===== src/rtl/sha_mem_pkg.sv =====
// ----------------------------------------------------------------------------
// sha_mem_pkg
// Shared types and constants for the SHA hash-core memory arbiter.
//   arb_state_t  : arbiter FSM state (IDLE, OWN)
//   SHA_ADDR_W   : memory address width
//   SHA_DATA_W   : memory data width
//   SHA_MAX_REQ  : largest supported number of requesters
// ----------------------------------------------------------------------------
package sha_mem_pkg;

  localparam int SHA_ADDR_W  = 16;
  localparam int SHA_DATA_W  = 32;
  localparam int SHA_MAX_REQ = 8;

  typedef enum logic {
    IDLE = 1'b0,
    OWN  = 1'b1
  } arb_state_t;

endpackage


===== src/rtl/rr_pick.sv =====
// ----------------------------------------------------------------------------
// rr_pick
// Combinational round-robin priority encoder. The winner is the first set
// bit of req_i at or after ptr_i, wrapping from N-1 back to 0.
// Ports:
//   req_i    [N-1:0]     request vector
//   ptr_i    [PTR_W-1:0] highest-priority index this cycle
//   any_o                at least one request is set
//   winner_o [N-1:0]     one-hot winner (all zero when any_o is low)
// ----------------------------------------------------------------------------
module rr_pick #(
  parameter int N     = 4,
  parameter int PTR_W = (N > 1) ? $clog2(N) : 1
) (
  input  logic [N-1:0]     req_i,
  input  logic [PTR_W-1:0] ptr_i,
  output logic             any_o,
  output logic [N-1:0]     winner_o
);

  logic [PTR_W-1:0] idx;

  // Scan from the lowest priority offset up to offset 0 so the last hit,
  // which is the one closest to the pointer, overrides earlier ones.
  always_comb begin
    any_o    = |req_i;
    winner_o = '0;
    idx      = '0;
    for (int k = N - 1; k >= 0; k--) begin
      idx = PTR_W'((int'(ptr_i) + k) % N);
      if (req_i[idx]) begin
        winner_o      = '0;
        winner_o[idx] = 1'b1;
      end
    end
  end

endmodule


===== src/rtl/sha_mem_arbiter.sv =====
// ----------------------------------------------------------------------------
// sha_mem_arbiter
// Round-robin arbiter that lets NUM_REQ SHA hash cores share one synchronous
// memory port. A core raises req and holds it for the whole transaction; once
// granted, its req_we/req_addr/req_wdata drive the memory directly. Dropping
// req releases the port, and every handover passes through one IDLE cycle.
//
// Request/grant handshake: req is a level held by the core for as long as it
// wants the port; gnt is registered and one-hot. A core's command reaches the
// memory only in cycles where it owns the port and its req is still high, so
// a command offered while gnt is low is simply deferred, never lost.
//
// Optional feature macro: SHA_ARB_BURST_LIMIT_EN
//   When defined, an owner that has held the port for MAX_BURST cycles while
//   another core is waiting is revoked and must re-arbitrate.
//
// Ports:
//   clk, reset       clock and synchronous active-high reset
//   req              per-core request level
//   req_we/addr/wdata per-core memory command
//   gnt              registered one-hot grant
//   rd_data          memory read data broadcast to all cores
//   rd_valid         one-hot marker of which core rd_data belongs to
//   mem_clk          memory clock (same as clk)
//   mem_we/addr/write_data  memory command
//   mem_read_data    memory read data, one cycle after the address
//   dbg_state_o      current FSM state
//   dbg_rr_ptr_o     current round-robin pointer
// ----------------------------------------------------------------------------
module sha_mem_arbiter
  import sha_mem_pkg::*;
#(
  parameter int NUM_REQ   = 4,
  parameter int MAX_BURST = 16
) (
  input  logic                                 clk,
  input  logic                                 reset,
  input  logic [NUM_REQ-1:0]                   req,
  input  logic [NUM_REQ-1:0]                   req_we,
  input  logic [NUM_REQ-1:0][SHA_ADDR_W-1:0]   req_addr,
  input  logic [NUM_REQ-1:0][SHA_DATA_W-1:0]   req_wdata,
  output logic [NUM_REQ-1:0]                   gnt,
  output logic [SHA_DATA_W-1:0]                rd_data,
  output logic [NUM_REQ-1:0]                   rd_valid,
  output logic                                 mem_clk,
  output logic                                 mem_we,
  output logic [SHA_ADDR_W-1:0]                mem_addr,
  output logic [SHA_DATA_W-1:0]                mem_write_data,
  input  logic [SHA_DATA_W-1:0]                mem_read_data,
  output arb_state_t                           dbg_state_o,
  output logic [$clog2(NUM_REQ)-1:0]           dbg_rr_ptr_o
);

  localparam int IDX_W = $clog2(NUM_REQ);

  // The burst counter is 6 bits wide, so MAX_BURST must fit in it.
  if (NUM_REQ < 2 || NUM_REQ > SHA_MAX_REQ || MAX_BURST < 1 || MAX_BURST > 64) begin : g_param_check
    $error("sha_mem_arbiter: NUM_REQ must be 2..8 and MAX_BURST 1..64");
  end

  arb_state_t             state_q, state_d;
  logic [IDX_W-1:0]       owner_q, owner_d;
  logic [IDX_W-1:0]       rr_ptr_q, rr_ptr_d;
  logic [IDX_W-1:0]       owner_next;
  logic [NUM_REQ-1:0]     gnt_q, gnt_d;
  logic [NUM_REQ-1:0]     rd_valid_q, rd_valid_d;
  logic [SHA_ADDR_W-1:0]  addr_q, addr_d;
  logic [SHA_DATA_W-1:0]  wdata_q, wdata_d;

  logic                   pick_any;
  logic [NUM_REQ-1:0]     pick_onehot;
  logic [IDX_W-1:0]       pick_idx;
  logic                   owner_req;
  logic                   revoke;

  rr_pick #(
    .N     (NUM_REQ),
    .PTR_W (IDX_W)
  ) u_rr_pick (
    .req_i    (req),
    .ptr_i    (rr_ptr_q),
    .any_o    (pick_any),
    .winner_o (pick_onehot)
  );

  always_comb begin
    pick_idx = '0;
    for (int k = 0; k < NUM_REQ; k++) begin
      if (pick_onehot[k]) pick_idx = IDX_W'(k);
    end
  end

  assign owner_req  = req[owner_q];
  assign owner_next = (owner_q == IDX_W'(NUM_REQ - 1)) ? '0 : owner_q + 1'b1;

`ifdef SHA_ARB_BURST_LIMIT_EN
  logic [5:0] burst_q, burst_d;
  logic       others_req;

  // gnt_q is the owner's one-hot bit while in OWN, so masking it leaves
  // only the cores that are waiting.
  assign others_req = |(req & ~gnt_q);
  assign revoke     = (state_q == OWN) && (burst_q == 6'(MAX_BURST - 1)) && others_req;

  // Held at zero in IDLE so every new ownership starts from zero. It stops
  // at the limit so a late-arriving waiter is served as soon as it shows up
  // rather than after the counter wraps.
  always_comb begin
    burst_d = '0;
    if (state_q == OWN) begin
      burst_d = (burst_q == 6'(MAX_BURST - 1)) ? burst_q : burst_q + 6'd1;
    end
  end

  always_ff @(posedge clk) begin
    if (reset) begin
      burst_q <= '0;
    end else begin
      burst_q <= burst_d;
    end
  end
`else
  assign revoke = 1'b0;
`endif

  // Next-state logic.
  always_comb begin
    state_d  = state_q;
    owner_d  = owner_q;
    rr_ptr_d = rr_ptr_q;
    gnt_d    = gnt_q;
    case (state_q)
      IDLE: begin
        if (pick_any) begin
          state_d = OWN;
          owner_d = pick_idx;
          gnt_d   = pick_onehot;
        end
      end
      OWN: begin
        if (!owner_req || revoke) begin
          state_d  = IDLE;
          gnt_d    = '0;
          rr_ptr_d = owner_next;
        end
      end
      default: begin
        state_d = IDLE;
        gnt_d   = '0;
      end
    endcase
  end

  // Memory command mux. Address and data fall back to the last value driven
  // so the memory bus stays quiet between owners. The owner's write is
  // suppressed in its release cycle and in any reset cycle.
  always_comb begin
    mem_we         = 1'b0;
    mem_addr       = addr_q;
    mem_write_data = wdata_q;
    rd_valid_d     = '0;
    if (state_q == OWN) begin
      mem_addr       = req_addr[owner_q];
      mem_write_data = req_wdata[owner_q];
      mem_we         = owner_req & req_we[owner_q] & ~reset;
      if (owner_req && !req_we[owner_q]) rd_valid_d[owner_q] = 1'b1;
    end
    addr_d  = mem_addr;
    wdata_d = mem_write_data;
  end

  always_ff @(posedge clk) begin
    if (reset) begin
      state_q    <= IDLE;
      owner_q    <= '0;
      rr_ptr_q   <= '0;
      gnt_q      <= '0;
      rd_valid_q <= '0;
      addr_q     <= '0;
      wdata_q    <= '0;
    end else begin
      state_q    <= state_d;
      owner_q    <= owner_d;
      rr_ptr_q   <= rr_ptr_d;
      gnt_q      <= gnt_d;
      rd_valid_q <= rd_valid_d;
      addr_q     <= addr_d;
      wdata_q    <= wdata_d;
    end
  end

  assign gnt          = gnt_q;
  assign rd_valid     = rd_valid_q;
  assign rd_data      = mem_read_data;
  assign mem_clk      = clk;
  assign dbg_state_o  = state_q;
  assign dbg_rr_ptr_o = rr_ptr_q;

endmodule


===== config.mk =====
export PLATFORM = sky130hd
export DESIGN_NAME = sha_mem_arbiter
export DESIGN_NICKNAME = d
export VERILOG_FILES = /design/src/rtl/sha_mem_pkg.sv /design/src/rtl/rr_pick.sv /design/src/rtl/sha_mem_arbiter.sv
export SDC_FILE = /design/constraint.sdc
export NUM_CORES = 1
export LEC_CHECK = 0
export CAP_MARGIN = 5
export CORE_AREA = 2 2 125 127
export DETAILED_ROUTE_END_ITERATION = 8
export DIE_AREA = 0 0 127 129
export PLACE_DENSITY = 0.76
export SYNTH_ARGS = -nofsm -noshare
export SYNTH_HDL_FRONTEND = slang
export SYNTH_HIERARCHICAL = 1
export SYNTH_SLANG_ARGS = --single-unit

===== constraint.sdc =====
create_clock -name clk -period 2.1 [get_ports clk]
set_input_delay 0.21 -clock clk [delete_from_list [all_inputs] [get_ports clk]]
set_output_delay 0.21 -clock clk [all_outputs]
set_load 0.05 [all_outputs]

==> results of run 1 <==
## flip-flops by register name, indices dropped and copies added, names as in the netlist
name,count
owner_q,2
wdata_q,32
addr_q,16
rd_valid,4
dbg_rr_ptr_o,2
gnt,4
dbg_state_o,1
## metal layers
metal | global-route usage [%] | routed length [um] | share of wire, %
met4 | 9.18 | 467 | 2.9
met5 | 0 | 0 | 0
met3 | 5.49 | 1030 | 6.5
met1 | 18.4 | 5940 | 37
met2 | 30.3 | 8540 | 53
## layout make-up
cell class              count  area, sq um
clock buffers              18          338
clock inverters             2         10.0
fillers                  1248         6960
inverters                   7         32.5
multi-input cells         231         2910
flip-flops and latches     61         1230
well taps                 188          235
repair buffers            303         3260
## final timing paths
kind / end / slack [ns] / cells after the start
max reg2reg: owner_q[0]$_SDFFE_PP0P_ / 0.03 / 8
max: mem_write_data[7] / -0.21 / 5
min: wdata_q[18]$_SDFF_PP0_ / 0.32 / 2
min reg2reg: gnt[1]$_SDFFE_PP0P_ / 0.51 / 2
## power by group through the flow
stage | Sequential, mW | Combinational [mW] | Clock [mW]
detailed placement | 1.46 | 3.88 | 0.110
global route | 1.47 | 5.04 | 1.81
finish | 1.45 | 4.81 | 1.72
floorplan | 1.53 | 2.76 | 0.103
global placement | 1.45 | 3.83 | 0.110
CTS | 1.44 | 4.20 | 1.77
## critical path, cell delays in order, from the launching register on
cell and delay (ns):
dfxtp_4 0.37, buf_4 0.13, buf_16 0.13, mux4_2 0.55, mux2_4 0.30, buf_8 0.15
## synth_stat cells, drive strengths merged
cell type | number | area, sq um
a31oi | 3 | 18.8
nor4b | 4 | 35.0
nand2 | 10 | 37.5
mux2 | 49 | 552
and2 | 1 | 6.26
nor2b | 53 | 339
nor2 | 5 | 18.8
a211oi | 3 | 27.5
o32ai | 4 | 35.0
nor3 | 1 | 5.00
dfxtp | 61 | 1220
nand2b | 10 | 62.6
o22ai | 5 | 31.3
mux2i | 11 | 110
clkinv | 1 | 5.00
ha | 12 | 150
clkbuf | 14 | 52.6
inv | 6 | 22.5
o31ai | 1 | 12.5
nor3b | 2 | 15.0
o22a | 1 | 8.76
or4 | 1 | 7.51
buf | 48 | 364
mux4 | 53 | 1190
a21oi | 1 | 5.00
a22oi | 1 | 7.51
## layout by cell type (no fill, tap or decap), types with 2 or more instances in the layout
master and n:
buf_8 22, buf_16 2, clkbuf_16 16, mux4_2 53
buf_6 31, inv_1 3, buf_4 27, mux2_2 5
ha_1 11, dfxtp_2 2, nor4b_1 4, a211oi_1 2
inv_4 2, o32ai_1 4, mux2_4 44, dfxtp_4 3
mux2i_1 11, nor2_1 4, clkdlybuf4s50_1 210, nor2b_4 2
nor2b_1 51, o22ai_1 4, clkinv_2 3, buf_12 6
a31oi_2 2, nand2_1 10, nand2b_1 10, dfxtp_1 56
clkbuf_1 4
## what timing repair did
item	CTS	global route
setup buffers	3	15
hold buffers	0	0
setup endpoints to repair	51	54
gates cloned	0	6
pin swaps	1	5
gates resized for setup	63	68
## per-stage QoR
stage	hold WS, ns	instance area (sq um)	TNS, ns
5_1_grt	0.350	8020	-10.78
4_1_cts	0.306	7500	-9.73
6_report	0.323	8020	-7.90
2_1_floorplan	0.380	4380	0
3_3_place_gp	0.420	6900	-0.138
3_5_place_dp	0.420	6900	-0.587
## cells by family after synthesis
kind of cell	synth area share (%)
adders and majority gates	3.46
AOI/OAI and AO/OA	3.37
DFF	28.1
and+or+nand+nor	12.1
muxes	42.7
buffers and inverters	10.2
==> metrics, run 1 <==
drt drc 0; vias per cell 4.97; fin cells 810; Buffers on Ports 262; sw power 3.06 mW; share of cells above drive strength 1 36.8%; worst hold path class in2reg; Clock transition at path regs 0.05 ns; Syn-to-layout area delta 84.6%; Cell variety after synth 31; Tcrit/Tclk final 110%; Final WS setup -0.214 ns; Leak 3.16 nW; P_int 4.92 mW; worst path arrival time 2.10 ns; core footprint 15000 sq um; IO Count 327; Slew Limit Headroom 52.2%; GPL Wtd Cong 0.784; Comb pwr share 60.3%; Clock Latency Late Sink 0.45 ns; CP Class reg2out; ant diodes 0; Mapped Cells 361; DIE HEIGHT 129 um; final setup vio count 49; failing checks setup timing; max frequency 0.432 GHz; power density cells 994 nW/um^2; die width 127 um; detailed-route wire length per cell 19.7 um; Clock Skew 0.00705 ns; final wirelength 16.0 mm; global-route wire length before repair 21.5 mm; Final Util 53.6%; Rows 45; max-cap viol count 0; HP Start reset; starting density of the core 29.0%; CP Capture Type primary output; Final nets 863; register area share after synthesis 28.1%; CP Launch Point owner_q[0]$_SDFFE_PP0P_; Hold Violations, Final 0; syn_nets 607; vias in the first global route 4171; Worst R2R Start dbg_rr_ptr_o[1]$_SDFFE_PP0P_; dpl cells 767; Post-Synthesis Cell Area 4340 sq um; min Tclk post-route 2.31 ns; status complete, but fails checks; grt total ovfl 0; fin. max-slew vios 0; sequential power share 18.2%; Yosys Warn Count 6; VDD IR max 527 uV; CP required 1.89 ns; largest net degree at the start of global routing 39; Vias 4022; pre-CTS setup slack -0.168 ns; Critical Path Start Type flip-flop; Switching Fraction 38.3%; overall routing resource usage 17.2%; CP Max Fanout 7; DRT Pass-1 Iters 4; Post-DRT Antenna Nets 0; CTS tree built; initial antenna violation count 0; RSZ-0062 raised after global routing yes; post-route total power 7.98 mW; die area 16400 sq um; clock share of power 21.5%; Synth Area per Inst 12.0 sq um; Least-Margin Pin Slew 0.717 ns; hpwl dp 11.0 mm; Yosys reg bits 61; DRT iter0 DRCs 145
Power figures use the tool's default switching activity.
==> inputs of run 2 (changes only) <==
--- a/config.mk
+++ b/config.mk
@@ -10,6 +10,7 @@
 export DETAILED_ROUTE_END_ITERATION = 8
 export DIE_AREA = 0 0 127 129
 export PLACE_DENSITY = 0.76
+export SLEW_MARGIN = 40
 export SYNTH_ARGS = -nofsm -noshare
 export SYNTH_HDL_FRONTEND = slang
 export SYNTH_HIERARCHICAL = 1
==> results of run 2 <==
Final layout, timing and power as in run 1 (identical DEF).
